**src/rtl/mem_port_arbiter_pkg.sv**
```systemverilog
// Shared types and default sizing for the unified instruction/data memory arbiter.
package mem_arb_pkg;

  localparam int DEF_ADDR_W     = 32;
  localparam int DEF_DATA_W     = 32;
  localparam int DEF_LATENCY    = 2;
  localparam int DEF_STARVE_MAX = 4;

  typedef enum logic [1:0] {
    IDLE,
    I_BUSY,
    D_BUSY
  } arb_state_t;

  typedef enum logic {
    OWN_I,
    OWN_D
  } owner_t;

endpackage

```
**src/rtl/mem_port_arbiter_if.sv**
```systemverilog
// Fetch port, data port and memory bus of the arbiter, bundled as one interface.
interface mem_port_arbiter_if
  import mem_arb_pkg::*;
#(
  parameter int ADDR_W = DEF_ADDR_W,
  parameter int DATA_W = DEF_DATA_W
) ();

  logic              if_req;
  logic [ADDR_W-1:0] if_addr;
  logic              if_flush;
  logic [DATA_W-1:0] if_rdata;
  logic              if_valid;
  logic              if_stall;

  logic              d_req;
  logic              d_we;
  logic [ADDR_W-1:0] d_addr;
  logic [DATA_W-1:0] d_wdata;
  logic [DATA_W-1:0] d_rdata;
  logic              d_valid;
  logic              d_stall;

  logic              mem_en;
  logic              mem_we;
  logic [ADDR_W-1:0] mem_addr;
  logic [DATA_W-1:0] mem_wdata;
  logic [DATA_W-1:0] mem_rdata;

  // pipeline requesters plus the memory macro
  modport master (
    output if_req, if_addr, if_flush,
    input  if_rdata, if_valid, if_stall,
    output d_req, d_we, d_addr, d_wdata,
    input  d_rdata, d_valid, d_stall,
    input  mem_en, mem_we, mem_addr, mem_wdata,
    output mem_rdata
  );

  // the arbiter itself
  modport slave (
    input  if_req, if_addr, if_flush,
    output if_rdata, if_valid, if_stall,
    input  d_req, d_we, d_addr, d_wdata,
    output d_rdata, d_valid, d_stall,
    output mem_en, mem_we, mem_addr, mem_wdata,
    input  mem_rdata
  );

endinterface

```
**src/rtl/mem_port_arbiter_lat_counter.sv**
```systemverilog
// Loadable down-counter: loaded in the mem_en cycle, done fires in the cycle mem_rdata is valid.
module arb_lat_counter #(
  parameter int LATENCY = 2
) (
  input  logic clk,
  input  logic rst,
  input  logic load,
  output logic done
);

  localparam int CNT_W = $clog2(LATENCY + 1);

  logic [CNT_W-1:0] cnt;

  always_ff @(posedge clk or negedge rst) begin
    if (!rst) begin
      cnt <= '0;
    end else if (load) begin
      cnt <= CNT_W'(LATENCY);
    end else if (cnt != '0) begin
      cnt <= cnt - 1'b1;
    end
  end

  // terminal count reached one cycle before the counter parks at zero
  assign done = (cnt == CNT_W'(1));

endmodule

```
**src/rtl/mem_port_arbiter.sv**
```systemverilog
// Single-port memory arbiter: data-first fixed priority with a bound on fetch starvation.
//
// state  | meaning
// IDLE   | no transaction in flight; grant evaluated every cycle
// I_BUSY | fetch in flight; a flush here marks the result to be dropped
// D_BUSY | load/store in flight; flush has no effect
module mem_port_arbiter
  import mem_arb_pkg::*;
#(
  parameter int LATENCY    = DEF_LATENCY,
  parameter int STARVE_MAX = DEF_STARVE_MAX
) (
  input  logic              clk,
  input  logic              rst,
  mem_port_arbiter_if.slave bus
);

  localparam int SC_W = $clog2(STARVE_MAX + 1);

  arb_state_t      state;
  logic [SC_W-1:0] starve_cnt;
  logic            kill;
  logic            lat_done;
  logic            gnt;
  owner_t          gnt_own;

  arb_lat_counter #(
    .LATENCY (LATENCY)
  ) u_lat (
    .clk  (clk),
    .rst  (rst),
    .load (bus.mem_en),
    .done (lat_done)
  );

  always_comb begin
    gnt     = 1'b0;
    gnt_own = OWN_I;
    if (state == IDLE) begin
      if (bus.d_req && ((starve_cnt < SC_W'(STARVE_MAX)) || !bus.if_req)) begin
        gnt     = 1'b1;
        gnt_own = OWN_D;
      end else if (bus.if_req && !bus.if_flush) begin
        gnt     = 1'b1;
        gnt_own = OWN_I;
      end
    end
  end

  always_ff @(posedge clk or negedge rst) begin
    if (!rst) begin
      state         <= IDLE;
      starve_cnt    <= '0;
      kill          <= 1'b0;
      bus.mem_en    <= 1'b0;
      bus.mem_we    <= 1'b0;
      bus.mem_addr  <= '0;
      bus.mem_wdata <= '0;
      bus.if_valid  <= 1'b0;
      bus.if_rdata  <= '0;
      bus.d_valid   <= 1'b0;
      bus.d_rdata   <= '0;
    end else begin
      bus.mem_en   <= 1'b0;
      bus.if_valid <= 1'b0;
      bus.d_valid  <= 1'b0;
      case (state)
        IDLE: begin
          if (gnt) begin
            bus.mem_en <= 1'b1;
            if (gnt_own == OWN_D) begin
              state         <= D_BUSY;
              bus.mem_we    <= bus.d_we;
              bus.mem_addr  <= bus.d_addr;
              bus.mem_wdata <= bus.d_wdata;
              if (!bus.if_req) begin
                starve_cnt <= '0;
              end else if (starve_cnt != SC_W'(STARVE_MAX)) begin
                starve_cnt <= starve_cnt + 1'b1;
              end
            end else begin
              state        <= I_BUSY;
              bus.mem_we   <= 1'b0;
              bus.mem_addr <= bus.if_addr;
              starve_cnt   <= '0;
            end
          end
        end
        I_BUSY: begin
          if (bus.if_flush) begin
            kill <= 1'b1;
          end
          if (lat_done) begin
            state <= IDLE;
            kill  <= 1'b0;
            // a flush in the sampling cycle itself also drops the fetch
            if (!kill && !bus.if_flush) begin
              bus.if_valid <= 1'b1;
              bus.if_rdata <= bus.mem_rdata;
            end
          end
        end
        D_BUSY: begin
          if (lat_done) begin
            state       <= IDLE;
            bus.d_valid <= 1'b1;
            if (!bus.mem_we) begin
              bus.d_rdata <= bus.mem_rdata;
            end
          end
        end
        default: state <= IDLE;
      endcase
    end
  end

  // gated by reset so every output reads zero while rst is held low
  assign bus.if_stall = rst & bus.if_req & ~bus.if_valid;
  assign bus.d_stall  = rst & bus.d_req & ~bus.d_valid;

endmodule

```
**src/flat_wrapper.sv**
```systemverilog
// flat-port wrapper written by rule: the top's interface ports become plain ports
module mem_port_arbiter_flat import mem_arb_pkg::*;
#(
  parameter int LATENCY    = DEF_LATENCY,
  parameter int STARVE_MAX = DEF_STARVE_MAX
)
  (clk, rst, bus_if_req, bus_if_addr, bus_if_flush, bus_if_rdata, bus_if_valid, bus_if_stall, bus_d_req, bus_d_we, bus_d_addr, bus_d_wdata, bus_d_rdata, bus_d_valid, bus_d_stall, bus_mem_en, bus_mem_we, bus_mem_addr, bus_mem_wdata, bus_mem_rdata);
  mem_port_arbiter_if bus_i ();
  input  logic clk;
  input  logic rst;
  input wire logic [$bits(bus_i.if_req)-1:0] bus_if_req;
  input wire logic [$bits(bus_i.if_addr)-1:0] bus_if_addr;
  input wire logic [$bits(bus_i.if_flush)-1:0] bus_if_flush;
  output wire logic [$bits(bus_i.if_rdata)-1:0] bus_if_rdata;
  output wire logic [$bits(bus_i.if_valid)-1:0] bus_if_valid;
  output wire logic [$bits(bus_i.if_stall)-1:0] bus_if_stall;
  input wire logic [$bits(bus_i.d_req)-1:0] bus_d_req;
  input wire logic [$bits(bus_i.d_we)-1:0] bus_d_we;
  input wire logic [$bits(bus_i.d_addr)-1:0] bus_d_addr;
  input wire logic [$bits(bus_i.d_wdata)-1:0] bus_d_wdata;
  output wire logic [$bits(bus_i.d_rdata)-1:0] bus_d_rdata;
  output wire logic [$bits(bus_i.d_valid)-1:0] bus_d_valid;
  output wire logic [$bits(bus_i.d_stall)-1:0] bus_d_stall;
  output wire logic [$bits(bus_i.mem_en)-1:0] bus_mem_en;
  output wire logic [$bits(bus_i.mem_we)-1:0] bus_mem_we;
  output wire logic [$bits(bus_i.mem_addr)-1:0] bus_mem_addr;
  output wire logic [$bits(bus_i.mem_wdata)-1:0] bus_mem_wdata;
  input wire logic [$bits(bus_i.mem_rdata)-1:0] bus_mem_rdata;
  assign bus_i.if_req = bus_if_req;
  assign bus_i.if_addr = bus_if_addr;
  assign bus_i.if_flush = bus_if_flush;
  assign bus_if_rdata = bus_i.if_rdata;
  assign bus_if_valid = bus_i.if_valid;
  assign bus_if_stall = bus_i.if_stall;
  assign bus_i.d_req = bus_d_req;
  assign bus_i.d_we = bus_d_we;
  assign bus_i.d_addr = bus_d_addr;
  assign bus_i.d_wdata = bus_d_wdata;
  assign bus_d_rdata = bus_i.d_rdata;
  assign bus_d_valid = bus_i.d_valid;
  assign bus_d_stall = bus_i.d_stall;
  assign bus_mem_en = bus_i.mem_en;
  assign bus_mem_we = bus_i.mem_we;
  assign bus_mem_addr = bus_i.mem_addr;
  assign bus_mem_wdata = bus_i.mem_wdata;
  assign bus_i.mem_rdata = bus_mem_rdata;
  mem_port_arbiter #(.LATENCY(LATENCY), .STARVE_MAX(STARVE_MAX)) u_core (.clk(clk), .rst(rst), .bus(bus_i));
endmodule
```
**config.mk**
```make
export PLATFORM = sky130hd
export DESIGN_NAME = mem_port_arbiter_flat
export DESIGN_NICKNAME = d
export VERILOG_FILES = /design/src/rtl/mem_port_arbiter_pkg.sv /design/src/rtl/mem_port_arbiter_if.sv /design/src/rtl/mem_port_arbiter_lat_counter.sv /design/src/rtl/mem_port_arbiter.sv /design/src/flat_wrapper.sv
export SDC_FILE = /design/constraint.sdc
export NUM_CORES = 1
export LEC_CHECK = 0
export BUFFER_PORTS_ARGS = -buffer_cell sky130_fd_sc_hd__buf_4
export CAP_MARGIN = 10
export CORE_MARGIN = 2
export CORE_UTILIZATION = 30
export CTS_BUF_LIST = sky130_fd_sc_hd__clkbuf_4
export CTS_CLUSTER_SIZE = 20
export DETAILED_ROUTE_END_ITERATION = 7
export PLACE_DENSITY = 0.65
export SLEW_MARGIN = 0
export SYNTH_ARGS = -nofsm -noshare
export SYNTH_HDL_FRONTEND = slang
export SYNTH_SLANG_ARGS = --single-unit
```
**constraint.sdc**
```tcl
create_clock -name clk -period 1.85 [get_ports clk]
set_clock_uncertainty 0.2 [all_clocks]
set_input_delay 0.185 -clock clk [delete_from_list [all_inputs] [get_ports clk]]
set_output_delay 0.185 -clock clk [all_outputs]
set_load 0.05 [all_outputs]
```
==> impl_metrics.env <==
export IMPL_status="finished, final reports clean"
export IMPL_slowest_stage="dfrtp_1"
export IMPL_cts_sinks=140
export IMPL_synth_area_leaders="dfrtp_1 (62%), mux2_2 (11%), nand2_1 (8.7%), o22ai_1 (3.5%), o21ai_1 (2.8%)"
export IMPL_antenna_found_initial=0
export IMPL_worstSetupPathType="reg2reg"
export IMPL_p_total_w=0.01803
export IMPL_vias_per_cell=4.533
export IMPL_cap_violations=0
export IMPL_dieWidth_um=141.5
export IMPL_route_detailed_drc=0
export IMPL_fp_coreArea_um2=18640
export IMPL_multi_input_area_um2=1958
export IMPL_area_growth_pct=71.88
export IMPL_finalHoldViolCount=0
export IMPL_hp_class="in2async"
export IMPL_max_slew_margin_pct=72.13
export IMPL_p_per_area_nw_per_um2=1851
export IMPL_p_leak_nw=4.848
export IMPL_crit_path_end_kind="flip-flop"
export IMPL_grt_pass1_wl_mm=27.64
export IMPL_die_h_um=141.5
export IMPL_clkTransAtPathRegs_ns=0.14
export IMPL_max_stage_delay_ns=0.40
export IMPL_critPathArrivalTime_ns=2.02
export IMPL_num_fill_cells=1613
export IMPL_synth_top_cell_by_area="dfrtp_1"
export IMPL_avgSynthCellArea_um2=11.99
export IMPL_gp_congestion=0.7695
export IMPL_ios=268
export IMPL_finalCritPeriodShare_pct=97.12
export IMPL_crit_fanout=6
export IMPL_postLayoutCoreUtil_pct=52.27
export IMPL_start_kind="flip-flop"
export IMPL_r2r_slack_ns=0.05
export IMPL_fmax_ghz=0.5566
export IMPL_worst_path_buf_inv=2
export IMPL_cts_tree="yes"
export IMPL_place_hpwl_mm=10.82
export IMPL_ys_types=33
export IMPL_die_area_um2=20010
export IMPL_h_tree_depth=4
export IMPL_synth_nets=614
export IMPL_drtAntennaViolNets=0
export IMPL_drt_wl_total_mm=17.79
export IMPL_grt_ovfl_total=0
export IMPL_tightest_slew_ns=0.4165
export IMPL_crit_chain="buf_4, ha_1, and2_4, nand2b_4, clkbuf_16, mux2_2"
export IMPL_dpl_cell_count=962
export IMPL_fp_row_count=50
export IMPL_seq_area_frac_synth_pct=61.80
export IMPL_place_area_um2=7968
export IMPL_grt_max_degree=74
export IMPL_register_area_um2=3503
export IMPL_fin_nets=1030
export IMPL_drive_above_1_share_pct=44.35
export IMPL_initialDrtViolationCount=159
export IMPL_wl_per_cell_um=15.66
export IMPL_async_reset_ff_share_pct=100.0
export IMPL_netlist_area_um2=5669
export IMPL_layoutNonFillerInstCount=1136
export IMPL_drv_slew=0
export IMPL_synth_seq_cells=140
export IMPL_synthesis_instances=473
export IMPL_synth_edf_count=0
export IMPL_fin_crit_ns=1.797
export IMPL_clk_latency_ns=0.53
export IMPL_peakVddDrop_v=0.001135
export IMPL_drt_pass1_iterations=4
export IMPL_fin_area_um2=9744
export IMPL_clk_path_buf_depth=2
export IMPL_antenna_cells=0
export IMPL_cts_root_buf="clkbuf_4"
export IMPL_setup_violations=0
export IMPL_cts_inserted_buffers=17
export IMPL_cp_required_ns=2.08
export IMPL_track_usage_pct=17.57
export IMPL_portBuffers=267
export IMPL_grt_pass1_vias=5344
export IMPL_start_util_pct=30.41
export IMPL_dr_total_vias=5149
export IMPL_cpLargestDelayFamily="flip-flops"
export IMPL_synthFlopType="dfrtp_1"
export IMPL_synth_top_area_share_pct=61.80
export IMPL_ys_warn_count=0
stage by stage:
step	setup slack (ns)	TNS (ns)	hold WS, ns
2_1_floorplan	0.06822	0	-0.3106
3_3_place_gp	0.009556	0	0.05552
3_5_place_dp	-0.03071	-0.3030	0.05337
5_1_grt	-0.004884	-0.008457	0.05710
6_report	0.05332	0	0.06693
4_1_cts	-0.003996	-0.003996	0.03641
power by group:
part | internal, W | switching [W] | total [W]
Clock | 0.000703 | 0.00122 | 0.00193
Combinational | 0.00356 | 0.00719 | 0.0108
Sequential | 0.00451 | 0.000844 | 0.00536
Total | 0.00878 | 0.00926 | 0.0180
worst reg2reg max path, delay by kind of cell (launching register included):
kind	cells	cell delay, ns
AND/OR/NAND/NOR	2	0.29
multiplexers	1	0.33
adder cells (fa/ha/maj)	1	0.16
buffers and inverters	2	0.32
flip-flops	1	0.40
synthesized netlist by cell type, types with 2 or more instances:
cell      instances
nand2_1         132
o21ai_1          32
mux2_4            7
a21oi_1           4
o22ai_1          32
ha_1              7
dfrtp_1         140
buf_6            14
mux2_2           56
inv_1             7
buf_2             5
nor2_1            5
xor2_1            2
clkbuf_1          3
o21ai_0           4
nand2b_1          2
nand3_1           2
buf_4             4
layer usage:
metal | global-route usage (%) | share of wire (%) | up-vias
met4 | 9.053 | 4.0 | 0
met5 | 0 | 0 | -
met1 | 20.36 | 41 | 2441
li1 | - | - | 2443
met3 | 5.940 | 6.2 | 59
met2 | 29.02 | 49 | 206
sequential cells by signal, indices dropped and copies added, names as in the netlist, 2 cells and up:
signal	cells
u_core.bus.d_rdata	32
u_core.bus.if_rdata	32
u_core.bus.mem_addr	32
u_core.bus.mem_wdata	32
u_core.starve_cnt	3
u_core.state	2
u_core.u_lat.cnt	2
cell type report:
| type | instances | area share (%) |
|---|---|---|
| timing repair buffer | 425 | 37.87 |
| sequential | 140 | 35.95 |
| multi-input combinational | 297 | 20.10 |
| tap | 234 | 3.005 |
| clock buffer | 18 | 1.387 |
| clock inverter | 14 | 1.387 |
| inverter | 8 | 0.3082 |
repair_timing:
item                                    CTS  global route
hold buffers                            132             0
setup buffers                             4             3
gates resized for setup                  12             6
hold endpoints to repair                276             0
endpoints found under the setup margin   31            62
gates cloned                              1             3
pin swaps                                 1             1
cells in the final DEF, fill, tap and decap left out, types with 2 or more instances in the layout:
| cell type | count |
|---|---|
| ha_4 | 2 |
| o21ai_0 | 4 |
| dfrtp_1 | 140 |
| mux2_2 | 53 |
| nand2_1 | 131 |
| inv_2 | 3 |
| buf_6 | 5 |
| nand3_1 | 2 |
| nor2_1 | 5 |
| o22ai_1 | 32 |
| clkinvlp_4 | 6 |
| buf_4 | 277 |
| clkbuf_4 | 18 |
| buf_12 | 7 |
| clkbuf_16 | 2 |
| mux2_4 | 10 |
| o21ai_1 | 32 |
| xor2_1 | 2 |
| inv_6 | 4 |
| dlygate4sd3_1 | 132 |
| inv_1 | 5 |
| a21oi_1 | 4 |
| ha_1 | 5 |
final timing paths:
path | from | end | cells after the start
setup / recovery | u_core.state[1] | u_core.bus.d_rdata[22] | 6
hold / removal | rst | u_core.bus.mem_addr[10] | 3
setup reg to reg | u_core.state[1] | u_core.bus.d_rdata[22] | 6
hold reg to reg | u_core.bus.mem_wdata[0] | u_core.bus.mem_wdata[0] | 2
max in group asynchronous | rst | u_core.bus.d_rdata[5] | 3
min in group clk | bus_d_req | u_core.starve_cnt[0] | 5
cell families after synthesis:
group                      count (synthesis)  synth area share (%)
and+or+nand+nor                          146                 10.53
adders and majority gates                  7                 1.545
AOI/OAI and AO/OA                         78                 8.012
DFF                                      140                 61.80
buffers and inverters                     36                 4.635
muxes                                     64                 13.18
xor gates and xnor gates                   2                0.3090
No activity file was read; power rests on OpenSTA's default activity.
